==> src/rtl/yt3817_video_pkg.sv <==
// Shared raster timing, pattern codes and bar geometry for the pixel-stream source.
// Timing values here are the defaults; the top exposes them as overridable parameters.
package yt3817_video_pkg;

    localparam int CNT_W = 12;

    localparam int VID_H_ACTIVE     = 800;
    localparam int VID_H_FP         = 40;
    localparam int VID_H_SYNC       = 128;
    localparam int VID_H_BP         = 88;
    localparam int VID_H_TOTAL      = VID_H_ACTIVE + VID_H_FP + VID_H_SYNC + VID_H_BP;
    localparam int VID_H_SYNC_START = VID_H_ACTIVE + VID_H_FP;
    localparam int VID_H_SYNC_END   = VID_H_SYNC_START + VID_H_SYNC;

    localparam int VID_V_ACTIVE     = 480;
    localparam int VID_V_FP         = 13;
    localparam int VID_V_SYNC       = 3;
    localparam int VID_V_BP         = 32;
    localparam int VID_V_TOTAL      = VID_V_ACTIVE + VID_V_FP + VID_V_SYNC + VID_V_BP;
    localparam int VID_V_SYNC_START = VID_V_ACTIVE + VID_V_FP;
    localparam int VID_V_SYNC_END   = VID_V_SYNC_START + VID_V_SYNC;

    localparam bit VID_SYNC_POL = 1'b0;

    typedef enum logic [1:0] {
        PAT_GREY = 2'd0,
        PAT_BAR  = 2'd1,
        PAT_ZERO = 2'd2,
        PAT_ONE  = 2'd3
    } pattern_e;

    // Bar rectangle forming the digit "1"; upper bounds are exclusive.
    localparam int BAR_H_START = 390;
    localparam int BAR_H_END   = 410;
    localparam int BAR_V_START = 114;
    localparam int BAR_V_END   = 366;

    function automatic logic in_window(input logic [CNT_W-1:0] pos,
                                       input logic [CNT_W-1:0] lo,
                                       input logic [CNT_W-1:0] hi);
        return (pos >= lo) && (pos < hi);
    endfunction

endpackage

==> src/rtl/yt3817_raster_cnt.sv <==
// Horizontal/vertical raster counters; cleared while en is low, wrap at the totals.
module yt3817_raster_cnt
    import yt3817_video_pkg::*;
#(
    parameter int H_TOTAL = VID_H_TOTAL,
    parameter int V_TOTAL = VID_V_TOTAL
) (
    input  logic             clk,
    input  logic             arstn,
    input  logic             en,
    output logic [CNT_W-1:0] h_cnt,
    output logic [CNT_W-1:0] v_cnt
);

    localparam logic [CNT_W-1:0] H_LAST = CNT_W'(H_TOTAL - 1);
    localparam logic [CNT_W-1:0] V_LAST = CNT_W'(V_TOTAL - 1);

    logic [CNT_W-1:0] h_cnt_reg, h_cnt_next;
    logic [CNT_W-1:0] v_cnt_reg, v_cnt_next;

    always_comb begin
        h_cnt_next = h_cnt_reg;
        v_cnt_next = v_cnt_reg;
        if (!en) begin
            h_cnt_next = '0;
            v_cnt_next = '0;
        end else if (h_cnt_reg == H_LAST) begin
            h_cnt_next = '0;
            v_cnt_next = (v_cnt_reg == V_LAST) ? '0 : v_cnt_reg + 1'b1;
        end else begin
            h_cnt_next = h_cnt_reg + 1'b1;
        end
    end

    always_ff @(posedge clk or negedge arstn) begin
        if (!arstn) begin
            h_cnt_reg <= '0;
            v_cnt_reg <= '0;
        end else begin
            h_cnt_reg <= h_cnt_next;
            v_cnt_reg <= v_cnt_next;
        end
    end

    assign h_cnt = h_cnt_reg;
    assign v_cnt = v_cnt_reg;

endmodule

==> src/rtl/yt3817_pixel_stream_src.sv <==
// Raster scan source: counters -> frame-buffer read -> binarize, with syncs and de,
// all outputs registered two clocks after the read address.
module yt3817_pixel_stream_src
    import yt3817_video_pkg::*;
#(
    parameter int H_ACTIVE = VID_H_ACTIVE,
    parameter int H_FP     = VID_H_FP,
    parameter int H_SYNC   = VID_H_SYNC,
    parameter int H_BP     = VID_H_BP,
    parameter int V_ACTIVE = VID_V_ACTIVE,
    parameter int V_FP     = VID_V_FP,
    parameter int V_SYNC   = VID_V_SYNC,
    parameter int V_BP     = VID_V_BP,
    parameter bit SYNC_POL = VID_SYNC_POL,
    parameter int BAR_H_LO = BAR_H_START,
    parameter int BAR_H_HI = BAR_H_END,
    parameter int BAR_V_LO = BAR_V_START,
    parameter int BAR_V_HI = BAR_V_END
) (
    input  logic             clk,
    input  logic             arstn,
    input  logic             en,
    input  logic [1:0]       pattern_sel,
    input  logic [7:0]       threshold,
    output logic [CNT_W-1:0] rd_h,
    output logic [CNT_W-1:0] rd_v,
    input  logic [7:0]       grey_in,
    output logic [CNT_W-1:0] H_Addr,
    output logic [CNT_W-1:0] V_Addr,
    output logic             bin_data,
    output logic             de,
    output logic             hsync,
    output logic             vsync,
    output logic             frame_start
);

    localparam int H_TOTAL = H_ACTIVE + H_FP + H_SYNC + H_BP;
    localparam int V_TOTAL = V_ACTIVE + V_FP + V_SYNC + V_BP;

    localparam logic [CNT_W-1:0] H_ACT_C = CNT_W'(H_ACTIVE);
    localparam logic [CNT_W-1:0] V_ACT_C = CNT_W'(V_ACTIVE);
    localparam logic [CNT_W-1:0] SYNC_LO [2] = '{CNT_W'(H_ACTIVE + H_FP),
                                                 CNT_W'(V_ACTIVE + V_FP)};
    localparam logic [CNT_W-1:0] SYNC_HI [2] = '{CNT_W'(H_ACTIVE + H_FP + H_SYNC),
                                                 CNT_W'(V_ACTIVE + V_FP + V_SYNC)};
    localparam logic [CNT_W-1:0] BAR_LO  [2] = '{CNT_W'(BAR_H_LO), CNT_W'(BAR_V_LO)};
    localparam logic [CNT_W-1:0] BAR_HI  [2] = '{CNT_W'(BAR_H_HI), CNT_W'(BAR_V_HI)};

    // Stage 0: raster counters drive the frame-buffer address directly.
    logic [CNT_W-1:0] h0, v0;

    yt3817_raster_cnt #(
        .H_TOTAL(H_TOTAL),
        .V_TOTAL(V_TOTAL)
    ) u_raster_cnt (
        .clk  (clk),
        .arstn(arstn),
        .en   (en),
        .h_cnt(h0),
        .v_cnt(v0)
    );

    assign rd_h = h0;
    assign rd_v = v0;

    // Stage 1: coordinates delayed to line up with grey_in from the frame buffer.
    logic             valid1_reg;
    logic [CNT_W-1:0] h1_reg, v1_reg;

    always_ff @(posedge clk or negedge arstn) begin
        if (!arstn) begin
            valid1_reg <= 1'b0;
            h1_reg     <= '0;
            v1_reg     <= '0;
        end else begin
            valid1_reg <= en;
            h1_reg     <= en ? h0 : '0;
            v1_reg     <= en ? v0 : '0;
        end
    end

    // Mode and threshold only change on the frame boundary so a frame is never mixed.
    pattern_e   mode_reg;
    logic [7:0] thr_reg;

    always_ff @(posedge clk or negedge arstn) begin
        if (!arstn) begin
            mode_reg <= PAT_ZERO;
            thr_reg  <= '0;
        end else if (en && (h0 == '0) && (v0 == '0)) begin
            mode_reg <= pattern_e'(pattern_sel);
            thr_reg  <= threshold;
        end
    end

    // Per-axis decode: index 0 is horizontal, index 1 is vertical.
    logic [CNT_W-1:0] pos1 [2];
    logic [1:0]       sync_win;
    logic [1:0]       bar_win;
    logic [1:0]       sync_next;

    assign pos1[0] = h1_reg;
    assign pos1[1] = v1_reg;

    for (genvar gi = 0; gi < 2; gi++) begin : g_axis
        assign sync_win[gi]  = in_window(pos1[gi], SYNC_LO[gi], SYNC_HI[gi]);
        assign bar_win[gi]   = in_window(pos1[gi], BAR_LO[gi], BAR_HI[gi]);
        assign sync_next[gi] = (valid1_reg && sync_win[gi]) ? SYNC_POL : ~SYNC_POL;
    end

    logic de_next, bin_next, fs_next, pix_next;

    always_comb begin
        de_next  = valid1_reg && (h1_reg < H_ACT_C) && (v1_reg < V_ACT_C);
        fs_next  = valid1_reg && (h1_reg == '0) && (v1_reg == '0);
        pix_next = 1'b0;
        case (mode_reg)
            PAT_GREY: pix_next = (grey_in >= thr_reg);
            PAT_BAR:  pix_next = &bar_win;
            PAT_ZERO: pix_next = 1'b0;
            PAT_ONE:  pix_next = 1'b1;
            default:  pix_next = 1'b0;
        endcase
        bin_next = de_next && pix_next;
    end

    // Stage 2: every output registered on the same edge.
    logic [CNT_W-1:0] h_addr_reg, v_addr_reg;
    logic             de_reg, bin_reg, fs_reg, hsync_reg, vsync_reg;

    always_ff @(posedge clk or negedge arstn) begin
        if (!arstn) begin
            h_addr_reg <= '0;
            v_addr_reg <= '0;
            de_reg     <= 1'b0;
            bin_reg    <= 1'b0;
            fs_reg     <= 1'b0;
            hsync_reg  <= ~SYNC_POL;
            vsync_reg  <= ~SYNC_POL;
        end else begin
            h_addr_reg <= h1_reg;
            v_addr_reg <= v1_reg;
            de_reg     <= de_next;
            bin_reg    <= bin_next;
            fs_reg     <= fs_next;
            hsync_reg  <= sync_next[0];
            vsync_reg  <= sync_next[1];
        end
    end

    assign H_Addr      = h_addr_reg;
    assign V_Addr      = v_addr_reg;
    assign de          = de_reg;
    assign bin_data    = bin_reg;
    assign frame_start = fs_reg;
    assign hsync       = hsync_reg;
    assign vsync       = vsync_reg;

endmodule

==> config.mk <==
export PLATFORM = sky130hd
export DESIGN_NAME = yt3817_pixel_stream_src
export DESIGN_NICKNAME = d
export VERILOG_FILES = /design/src/rtl/yt3817_video_pkg.sv /design/src/rtl/yt3817_raster_cnt.sv /design/src/rtl/yt3817_pixel_stream_src.sv
export SDC_FILE = /design/constraint.sdc
export NUM_CORES = 1
export LEC_CHECK = 0
export CAP_MARGIN = 20
export CORE_MARGIN = 2
export CORE_UTILIZATION = 60
export DETAILED_ROUTE_END_ITERATION = 10
export DONT_BUFFER_PORTS = 1
export PLACE_DENSITY = 0.83
export RECOVER_POWER = 50
export REMOVE_ABC_BUFFERS = 1
export SETUP_SLACK_MARGIN = 0.15
export SYNTH_ARGS = -nofsm -noshare
export SYNTH_HDL_FRONTEND = slang
export SYNTH_SLANG_ARGS = --single-unit
==> constraint.sdc <==
create_clock -name clk -period 4.7 [get_ports clk]
set_input_delay 0.705 -clock clk [delete_from_list [all_inputs] [get_ports clk]]
set_output_delay 0.705 -clock clk [all_outputs]
set_load 0.1 [all_outputs]
; ---- Word level (Yosys, flattened, before mapping)
; Cells that the tools add are included.
[totals]
regBits = 88
wordCells = 62
[op_classes]
magnitude_cmp = 11
n_eq_ne = 6
n_reduce_logical = 19
muxes = 10
addsub = 2
[op_table]
columns = operator, n
row1 = $mux W12, 7
row2 = $logic_not A12 Y1, 4
row3 = $lt A12 B9 Y1 const B, 4
row4 = $add A12 B1 Y12 const B, 2
row5 = $ge A12 B9 Y1 const B, 2
row6 = $lt A12 B10 Y1 const B, 2
row7 = $logic_and A1 B1 Y1, 13
row8 = $eq A12 B10 Y1 const B, 1
row9 = $eq A12 B11 Y1 const B, 1
row10 = $ge A12 B10 Y1 const B, 1
row11 = $ge A12 B7 Y1 const B, 1
row12 = $ge A8 B8 Y1, 1
row13 = $eq A2 B2 Y1 const B, 2
row14 = $pmux W1 S4, 1
row15 = $eq A2 B1 Y1 const B, 1
row16 = $logic_not A2 Y1, 1
row17 = $mux W1, 2
row18 = $ne A2 B1 Y1 const B, 1
row19 = $reduce_and A2 Y1, 1

; ---- Logic depth before layout (Yosys ltp)
; Gate-level depths: netlist of the first run.
[depth]
ltp_word = 5
ltp_mapped = 7
depth_no_buf = 6

; ---- Modules after synthesis
; A second synthesis of the first run with hierarchy kept.
[unflattened]
cells_unflattened = 308
area_unflattened_um2 = 3723.6
[by_module_without_submodules]
columns = mod, seq_area_each_um2, n_inst, area_each_um2, cells_each
row1 = yt3817_pixel_stream_src, 1605.3, 1, 2373.5, 172
row2 = yt3817_raster_cnt, 600.6, 1, 1350.0, 136

; ---- Worst setup path before layout of the first run
; OpenSTA, ideal clock, no wires.
[synth_timing]
kind = reg-to-reg
startpoint = register u_raster_cnt.h_cnt_reg[0] (netlist: u_raster_cnt.h_cnt[0])
endpoint = register u_raster_cnt.v_cnt_reg[8] (netlist: u_raster_cnt.v_cnt[8])
path_slack_ns = 1.986
n_path_buf = 1
setup_ns = 0.082
period_less_slack_ns = 2.714
stages_incl_launch_ff = 7
arrival_time_ns = 2.631
cell_sequence = dfrtp_1 ha_1 and4_1 clkbuf_1 nand4_1 or4_1 a31oi_1
[synth_via]
elab_chain_cells = 2
[synth_lines]
columns = item, line_no
row1 = from (decl), yt3817_raster_cnt.sv:18  ; logic [CNT_W-1:0] h_cnt_reg, h_cnt_next;
row2 = from (signal assigned), yt3817_raster_cnt.sv:40  ; h_cnt_reg <= h_cnt_next;
row3 = $eq A12 B11 Y1, yt3817_raster_cnt.sv:27  ; end else if (h_cnt_reg == H_LAST) begin
row4 = $ne A2 B1 Y1 (no line), n/a
row5 = to (signal assigned), yt3817_raster_cnt.sv:41  ; v_cnt_reg <= v_cnt_next;
row6 = to (decl), yt3817_raster_cnt.sv:19  ; logic [CNT_W-1:0] v_cnt_reg, v_cnt_next;
; Every way passes these cells.
; A chain may end at the register's enable or synchronous reset.

; ---- Final worst setup path of the first run
[layout_timing]
startpoint = register u_raster_cnt.h_cnt_reg[3] (netlist: u_raster_cnt.h_cnt[3])
endpoint = register thr_reg[6]
[layout_via]
elab_chain_cells = 3
[layout_lines]
columns = item, line_no
row1 = $logic_not A12 Y1, yt3817_pixel_stream_src.sv:90  ; end else if (en && (h0 == '0) && (v0 == '0)) begin
row2 = $logic_and A1 B1 Y1 (2 in series), yt3817_pixel_stream_src.sv:90
row3 = to (signal assigned), yt3817_pixel_stream_src.sv:92  ; thr_reg <= threshold;
row4 = to (decl), yt3817_pixel_stream_src.sv:84  ; logic [7:0] thr_reg;
; Every way passes these cells.

==> results of run 1 <==
## area by class of cell
| class | instances | share of cell area |
|---|---|---|
| Clock buffer | 14 | 0.0464 |
| Clock inverter | 2 | 0.00889 |
| Inverter | 27 | 0.0257 |
| Multi-Input combinational cell | 194 | 0.335 |
| Sequential cell | 88 | 0.560 |
| Tap cell | 75 | 0.0238 |
## worst max path at each step
stage / startpoint / to / slack (ns) / cells past startpoint
2_1_floorplan: u_raster_cnt.h_cnt[0]$_DFF_PN0_ / u_raster_cnt.v_cnt[8]$_DFFE_PN0P_ / 2.08 / 5
3_3_place_gp: u_raster_cnt.h_cnt[0]$_DFF_PN0_ / u_raster_cnt.v_cnt[8]$_DFFE_PN0P_ / 1.90 / 5
3_5_place_dp: u_raster_cnt.h_cnt[6]$_DFF_PN0_ / thr_reg[7]$_DFFE_PN0P_ / 1.84 / 3
4_1_cts: u_raster_cnt.h_cnt[3]$_DFF_PN0_ / thr_reg[6]$_DFFE_PN0P_ / 1.81 / 4
5_1_grt: u_raster_cnt.v_cnt[8]$_DFFE_PN0P_ / u_raster_cnt.v_cnt[9]$_DFFE_PN0P_ / 1.65 / 4
6_report: u_raster_cnt.h_cnt[3]$_DFF_PN0_ / thr_reg[6]$_DFFE_PN0P_ / 1.76 / 4
## worst max-delay path: cells and delay by family (launching register included)
family,cells,cell delay (ns)
multiplexers,1,0.42
AND/OR/NAND/NOR,3,1.59
flip-flops,1,0.80
## synth_stat cells (3+ instances only)
| library cell | n |
|---|---|
| sky130_fd_sc_hd__a21oi_1 | 7 |
| sky130_fd_sc_hd__nand4_1 | 16 |
| sky130_fd_sc_hd__xor2_1 | 5 |
| sky130_fd_sc_hd__xnor2_1 | 8 |
| sky130_fd_sc_hd__o22ai_1 | 4 |
| sky130_fd_sc_hd__mux2_4 | 4 |
| sky130_fd_sc_hd__nor3_1 | 9 |
| sky130_fd_sc_hd__nand3_1 | 11 |
| sky130_fd_sc_hd__and2_1 | 12 |
| sky130_fd_sc_hd__dfstp_2 | 3 |
| sky130_fd_sc_hd__nor2_1 | 27 |
| sky130_fd_sc_hd__and4_1 | 4 |
| sky130_fd_sc_hd__dfrtp_1 | 85 |
| sky130_fd_sc_hd__nor4_1 | 9 |
| sky130_fd_sc_hd__nand2_1 | 14 |
| sky130_fd_sc_hd__clkbuf_1 | 8 |
| sky130_fd_sc_hd__mux2_2 | 6 |
| sky130_fd_sc_hd__or3_1 | 3 |
| sky130_fd_sc_hd__inv_1 | 27 |
| sky130_fd_sc_hd__a31oi_1 | 5 |
| sky130_fd_sc_hd__ha_1 | 12 |
| sky130_fd_sc_hd__a211oi_1 | 3 |
| sky130_fd_sc_hd__o21ai_0 | 7 |
## power groups by stage
stage                     clock network, uW  registers (uW)  logic (uW)
final                                   549             915         140
after global routing                    592             922         163
after CTS                               560             916         143
after detailed placement                  0             931         140
after global placement                    0             926         131
after floorplan                           0             919         114
## per-layer routing
| layer | up-vias | global-route usage | wire length, um |
|---|---|---|---|
| li1 | 1124 | - | - |
| met1 | 1192 | 0.309 | 3100 |
| met2 | 105 | 0.353 | 3380 |
| met3 | 21 | 0.0815 | 622 |
| met4 | 0 | 0.0917 | 188 |
| met5 | - | 0 | 0 |
## cells in the final DEF, fill, tap and decap left out, types with 2 or more instances in the layout
master,count
sky130_fd_sc_hd__dfrtp_1,85
sky130_fd_sc_hd__nand3_1,11
sky130_fd_sc_hd__nor4_1,9
sky130_fd_sc_hd__a21oi_1,7
sky130_fd_sc_hd__nor4b_1,2
sky130_fd_sc_hd__dfstp_2,3
sky130_fd_sc_hd__clkbuf_8,13
sky130_fd_sc_hd__inv_1,27
sky130_fd_sc_hd__a31o_2,2
sky130_fd_sc_hd__mux2_2,6
sky130_fd_sc_hd__a31oi_1,5
sky130_fd_sc_hd__nand2b_1,2
sky130_fd_sc_hd__and4_1,4
sky130_fd_sc_hd__nand2_1,14
sky130_fd_sc_hd__o21ai_0,7
sky130_fd_sc_hd__mux2_4,4
sky130_fd_sc_hd__nand4_1,16
sky130_fd_sc_hd__o22ai_1,4
sky130_fd_sc_hd__a211oi_1,3
sky130_fd_sc_hd__xor2_1,5
sky130_fd_sc_hd__o311ai_0,2
sky130_fd_sc_hd__xnor2_1,8
sky130_fd_sc_hd__o221ai_1,2
sky130_fd_sc_hd__ha_1,12
sky130_fd_sc_hd__o211ai_1,2
sky130_fd_sc_hd__and2_1,12
sky130_fd_sc_hd__or3_1,3
sky130_fd_sc_hd__nor3_1,9
sky130_fd_sc_hd__nor2_1,27
## cells by family (layout without fill, tap and decap cells)
kind of cell | after synthesis | count (layout) | synth area share
AOI/OAI and AO/OA | 40 | 40 | 0.0726
xor gates and xnor gates | 13 | 13 | 0.0310
adders and majority gates | 12 | 12 | 0.0409
buffers and inverters | 37 | 43 | 0.0399
DFF | 88 | 88 | 0.601
muxes | 10 | 10 | 0.0348
and+or+nand+nor | 119 | 119 | 0.180
## metrics by stage
step / cell area (sq um) / setup slack (ns) / power, uW
floorplan: 3630 / 2.08 / 1030
global placement: 3720 / 1.90 / 1060
detailed placement: 3720 / 1.84 / 1070
CTS: 3940 / 1.81 / 1620
global route: 3940 / 1.65 / 1680
finish: 3940 / 1.76 / 1600
==> flow_summary.ini, run 1 <==
[setup_path]
register_to_register_setup_slack_ns = 1.76
startpoint_type = register
crit_arrival_ns = 3.17
worst-path-max-fanout = 10
r2r-start = u_raster_cnt.h_cnt[3]$_DFF_PN0_
critical_path.endpoint_type = register
worst_path_max_delay_cell = sky130_fd_sc_hd__dfrtp_1
crit_type = reg -> reg
crit-reg2reg-capture = thr_reg[6]$_DFFE_PN0P_
critical-path-max-stage-delay_ns = 0.80
reg2reg_depth = 4
cp.required_ns = 4.93
critical_path.cell_chain = nor4_1 > nand4_1 > nor4_4 > mux2_2

[power]
power.share.switching = 0.265
cell_internal_pwr_uw = 1180
vdd.ir_drop.worst_v = 0.000286
power_density_nw_per_um2 = 407
comb_power_share = 0.087
total_leakage_power_uw = 0.00179
power.share.clock = 0.342
power.switching_uw = 426
pwr-share-seq = 0.571

[synth]
ys.warnings.count = 0
postSynthRegisterBits = 88
synth_cells = 319
netlist_top_cells_area = sky130_fd_sc_hd__dfrtp_1 58%, sky130_fd_sc_hd__ha_1 4.1%, sky130_fd_sc_hd__inv_1 2.8%
synth_edf_count = 0
synthesis.area_per_instance_sq_um = 11.5
synthesis.area_sq_um = 3670
portion_of_the_post_synthesis_area_used_by_sequential_elements = 0.601
synth_area_leader_cell = sky130_fd_sc_hd__dfrtp_1
ys_types = 47
synthArstFlopShare = 1.00
post-synth-top-area-fraction = 0.579
synth_ff_type = sky130_fd_sc_hd__dfrtp_1

[global_routing]
globalRouteTotalUtil = 0.233
grt_pass1_vias = 2323
globalRoute.totalOverflow = 0
grt_start_max_net_pins = 89
global_route_wire_length_before_repair_mm = 11.6
grt_antenna_before_repair = 0

[layout]
antenna-diode-count = 0
final_cell_count_no_fill = 400
final_net_count = 353
register_area_sq_um = 2210
postLayoutCoreUtil = 0.665
multi_input_gate_area_in_the_final_layout_sq_um = 1320
post_route_cells_drive_above_1_share = 0.108
area_growth_pct = 7.26
fillCellCount = 409

[cts]
clkSinkCount = 88
cts_hold_repair.buffers = 0
cts_buffer_depth = 2
cts.repair.resized = 0
total_clock_buffers_created_by_cts = 9
worst_setup_hold_path_clk_slew_ns = 0.09
cts-root-buf = sky130_fd_sc_hd__clkbuf_8
h-tree-depth = 3
setup_repair_bufs_after_cts = 0
latest_clock_arrival_within_the_worst_skew_pair_ns = 0.35
cts_tree = built

[place]
gp_congestion = 0.854
placedCellCount = 384
io_buffer_count = 0
place_hpwl_mm = 5.12

[timing]
finalCritPeriodShare = 0.626
timing.final.setup_violations = 0
worst_clock_skew_ns = 0.0111
relSlewSlack = 0.244
finalCriticalPeriod_ns = 2.94
fmax_mhz = 340
whs_ns = 0.0398
count_of_final_hold_check_violations = 0
maxSlewViolCount = 0
setup_tns_ns = 0
tightest_slew_ns = 1.13
setup_repair_after_global_routing_missed_its_margin = false

[drt]
route.vias.total = 2442
drc = 0
wirelength_mm = 7.29
post_drt_via_cell_ratio = 6.11
ant_nets = 0
detailedRoute.firstIterationViolations = 147
routed_length_per_instance_um = 18.2
firstDrtPassIters = 4

[floorplanning]
die_area_sq_um = 6760
die_height_um = 82.2
floorplan.io_pins = 74
dieWidth_um = 82.2
floorplan.rows = 28
core_area_sq_um = 5920
initial_utilization = 0.620

[outcome]
run_status = complete, no violations

[min_path]
hold_path.class = in -> async

[job]
timing.max_cap.violations = 0
Power figures use the tool's default switching activity.
==> inputs of run 2 (changes only) <==
Clock period 4.7 ns to 2.89 ns, I/O delays scaled along.
==> flow_summary.ini, run 2 (same netlist as run 1, synthesis figures left out) <==
[cts]
clkSinkCount = 88
latest_clock_arrival_within_the_worst_skew_pair_ns = 0.36
h-tree-depth = 3
cts.repair.resized = 0
cts_buffer_depth = 2
setup_repair_bufs_after_cts = 0
cts_tree = built
cts-root-buf = sky130_fd_sc_hd__clkbuf_8
cts_hold_repair.buffers = 2
worst_setup_hold_path_clk_slew_ns = 0.09
total_clock_buffers_created_by_cts = 9

[drt]
routed_length_per_instance_um = 19.1
post_drt_via_cell_ratio = 6.19
route.vias.total = 2637
ant_nets = 0
drc = 0
detailedRoute.firstIterationViolations = 237
wirelength_mm = 8.15
firstDrtPassIters = 5

[setup_path]
crit_type = reg -> reg
cp.required_ns = 3.08
startpoint_type = register
critical_path.endpoint_type = register
crit_arrival_ns = 2.59
worst-path-max-fanout = 6

[layout]
post_route_cells_drive_above_1_share = 0.162
layout.cell_area.non_filler_sq_um = 4130
final_net_count = 379
fillCellCount = 407
final_cell_mix = 85 x sky130_fd_sc_hd__dfrtp_1, 27 x sky130_fd_sc_hd__inv_1, 27 x sky130_fd_sc_hd__nor2_1, 22 x sky130_fd_sc_hd__buf_4, 16 x sky130_fd_sc_hd__nand4_1
register_area_sq_um = 2210
antenna-diode-count = 0
multi_input_gate_area_in_the_final_layout_sq_um = 1320
most_common_library_cell_in_the_layout_ignoring_fill_and_taps = sky130_fd_sc_hd__dfrtp_1
area_growth_pct = 12.4

[timing]
worst_clock_skew_ns = 0.0128
finalCritPeriodShare = 0.830
finalCriticalPeriod_ns = 2.40
relSlewSlack = 0.111
setup_repair_after_global_routing_missed_its_margin = false
setup_tns_ns = 0
timing.final.setup_violations = 0
maxSlewViolCount = 0
fmax_mhz = 417
tightest_slew_ns = 1.33
count_of_final_hold_check_violations = 0

[floorplanning]
initial_utilization = 0.620
die_height_um = 82.2
die_area_sq_um = 6760
floorplan.rows = 28
dieWidth_um = 82.2
floorplan.io_pins = 74
core_area_sq_um = 5920

[job]
timing.max_cap.violations = 0

[global_routing]
grt_pass1_vias = 2591
global_route_wire_length_before_repair_mm = 12.6
grt_antenna_before_repair = 0
globalRouteTotalUtil = 0.255
globalRoute.totalOverflow = 0
grt_start_max_net_pins = 89

[outcome]
run_status = complete, no violations

[min_path]
hold_path.class = in -> reg

[place]
io_buffer_count = 0
place_hpwl_mm = 5.78
postPlaceCellArea_sq_um = 3900
gp_congestion = 0.877

[power]
power_density_nw_per_um2 = 632
total_leakage_power_uw = 0.00192
vdd.ir_drop.worst_v = 0.000377
[run 2: cell types whose count changed in the layout (fill, tap and decap cells not counted), sizes merged]
cell / previous run / this run
buf: 0 / 23
clkinv: 1 / 2
inv: 27 / 28
dlygate4sd3: 0 / 1
[run 2: path summary, 6_finish.rpt]
path / startpoint / endpoint / slack, ns / cells after the start
worst min-delay path: en / valid1_reg$_DFF_PN0_ / 0.11 / 0
max in group asynchronous: arstn / hsync$_DFF_PN1_ / 1.90 / 2
worst max register to register: u_raster_cnt.v_cnt[0]$_DFFE_PN0P_ / u_raster_cnt.v_cnt[9]$_DFFE_PN0P_ / 0.49 / 5
worst max-delay path: u_raster_cnt.v_cnt[0]$_DFFE_PN0P_ / u_raster_cnt.v_cnt[9]$_DFFE_PN0P_ / 0.49 / 5
worst min register to register: h1_reg[0]$_DFF_PN0_ / H_Addr[0]$_DFF_PN0_ / 0.39 / 0
min in group asynchronous: arstn / V_Addr[5]$_DFF_PN0_ / 0.65 / 2
[run 2: through the flow]
step,util,total power (uW),instances,hold slack [ns],worst slack (ns)
global placement,0.659,1730,408,0.140,0.601
detailed placement,0.659,1760,408,0.141,0.493
finish,0.697,2610,426,0.108,0.492
global route,0.697,2720,426,0.0840,0.425
CTS,0.699,2630,426,0.0956,0.516
floorplan,-,1680,309,0.138,0.267
[run 2: final cells by class]
type | instances | area share
repair buffers | 26 | 0.0509
clock inverters | 4 | 0.0127
well taps | 75 | 0.0227
inverters | 27 | 0.0245
flip-flops and latches | 88 | 0.534
multi-input cells | 194 | 0.320
clock buffers | 12 | 0.0352
[run 2: worst max-delay path: stages (launching register included)]
cell	delay, ns
sky130_fd_sc_hd__dfrtp_1	0.36
sky130_fd_sc_hd__buf_4	0.32
sky130_fd_sc_hd__ha_1	0.26
sky130_fd_sc_hd__nand3_1	0.16
sky130_fd_sc_hd__o311ai_0	0.87
sky130_fd_sc_hd__o221ai_1	0.26
[run 2: routing by layer]
layer | track usage | vias to the layer above | wire length, um
met5 | 0 | - | 0
met4 | 0.0900 | 0 | 142
met3 | 0.0870 | 19 | 791
met2 | 0.410 | 159 | 4080
met1 | 0.322 | 1282 | 3130
li1 | - | 1177 | -
[run 2: power by group]
| part | total [uW] | switching [uW] | internal (uW) |
|---|---|---|---|
| combinational | 324 | 191 | 133 |
| sequential | 1440 | 133 | 1300 |
| clock | 850 | 423 | 427 |
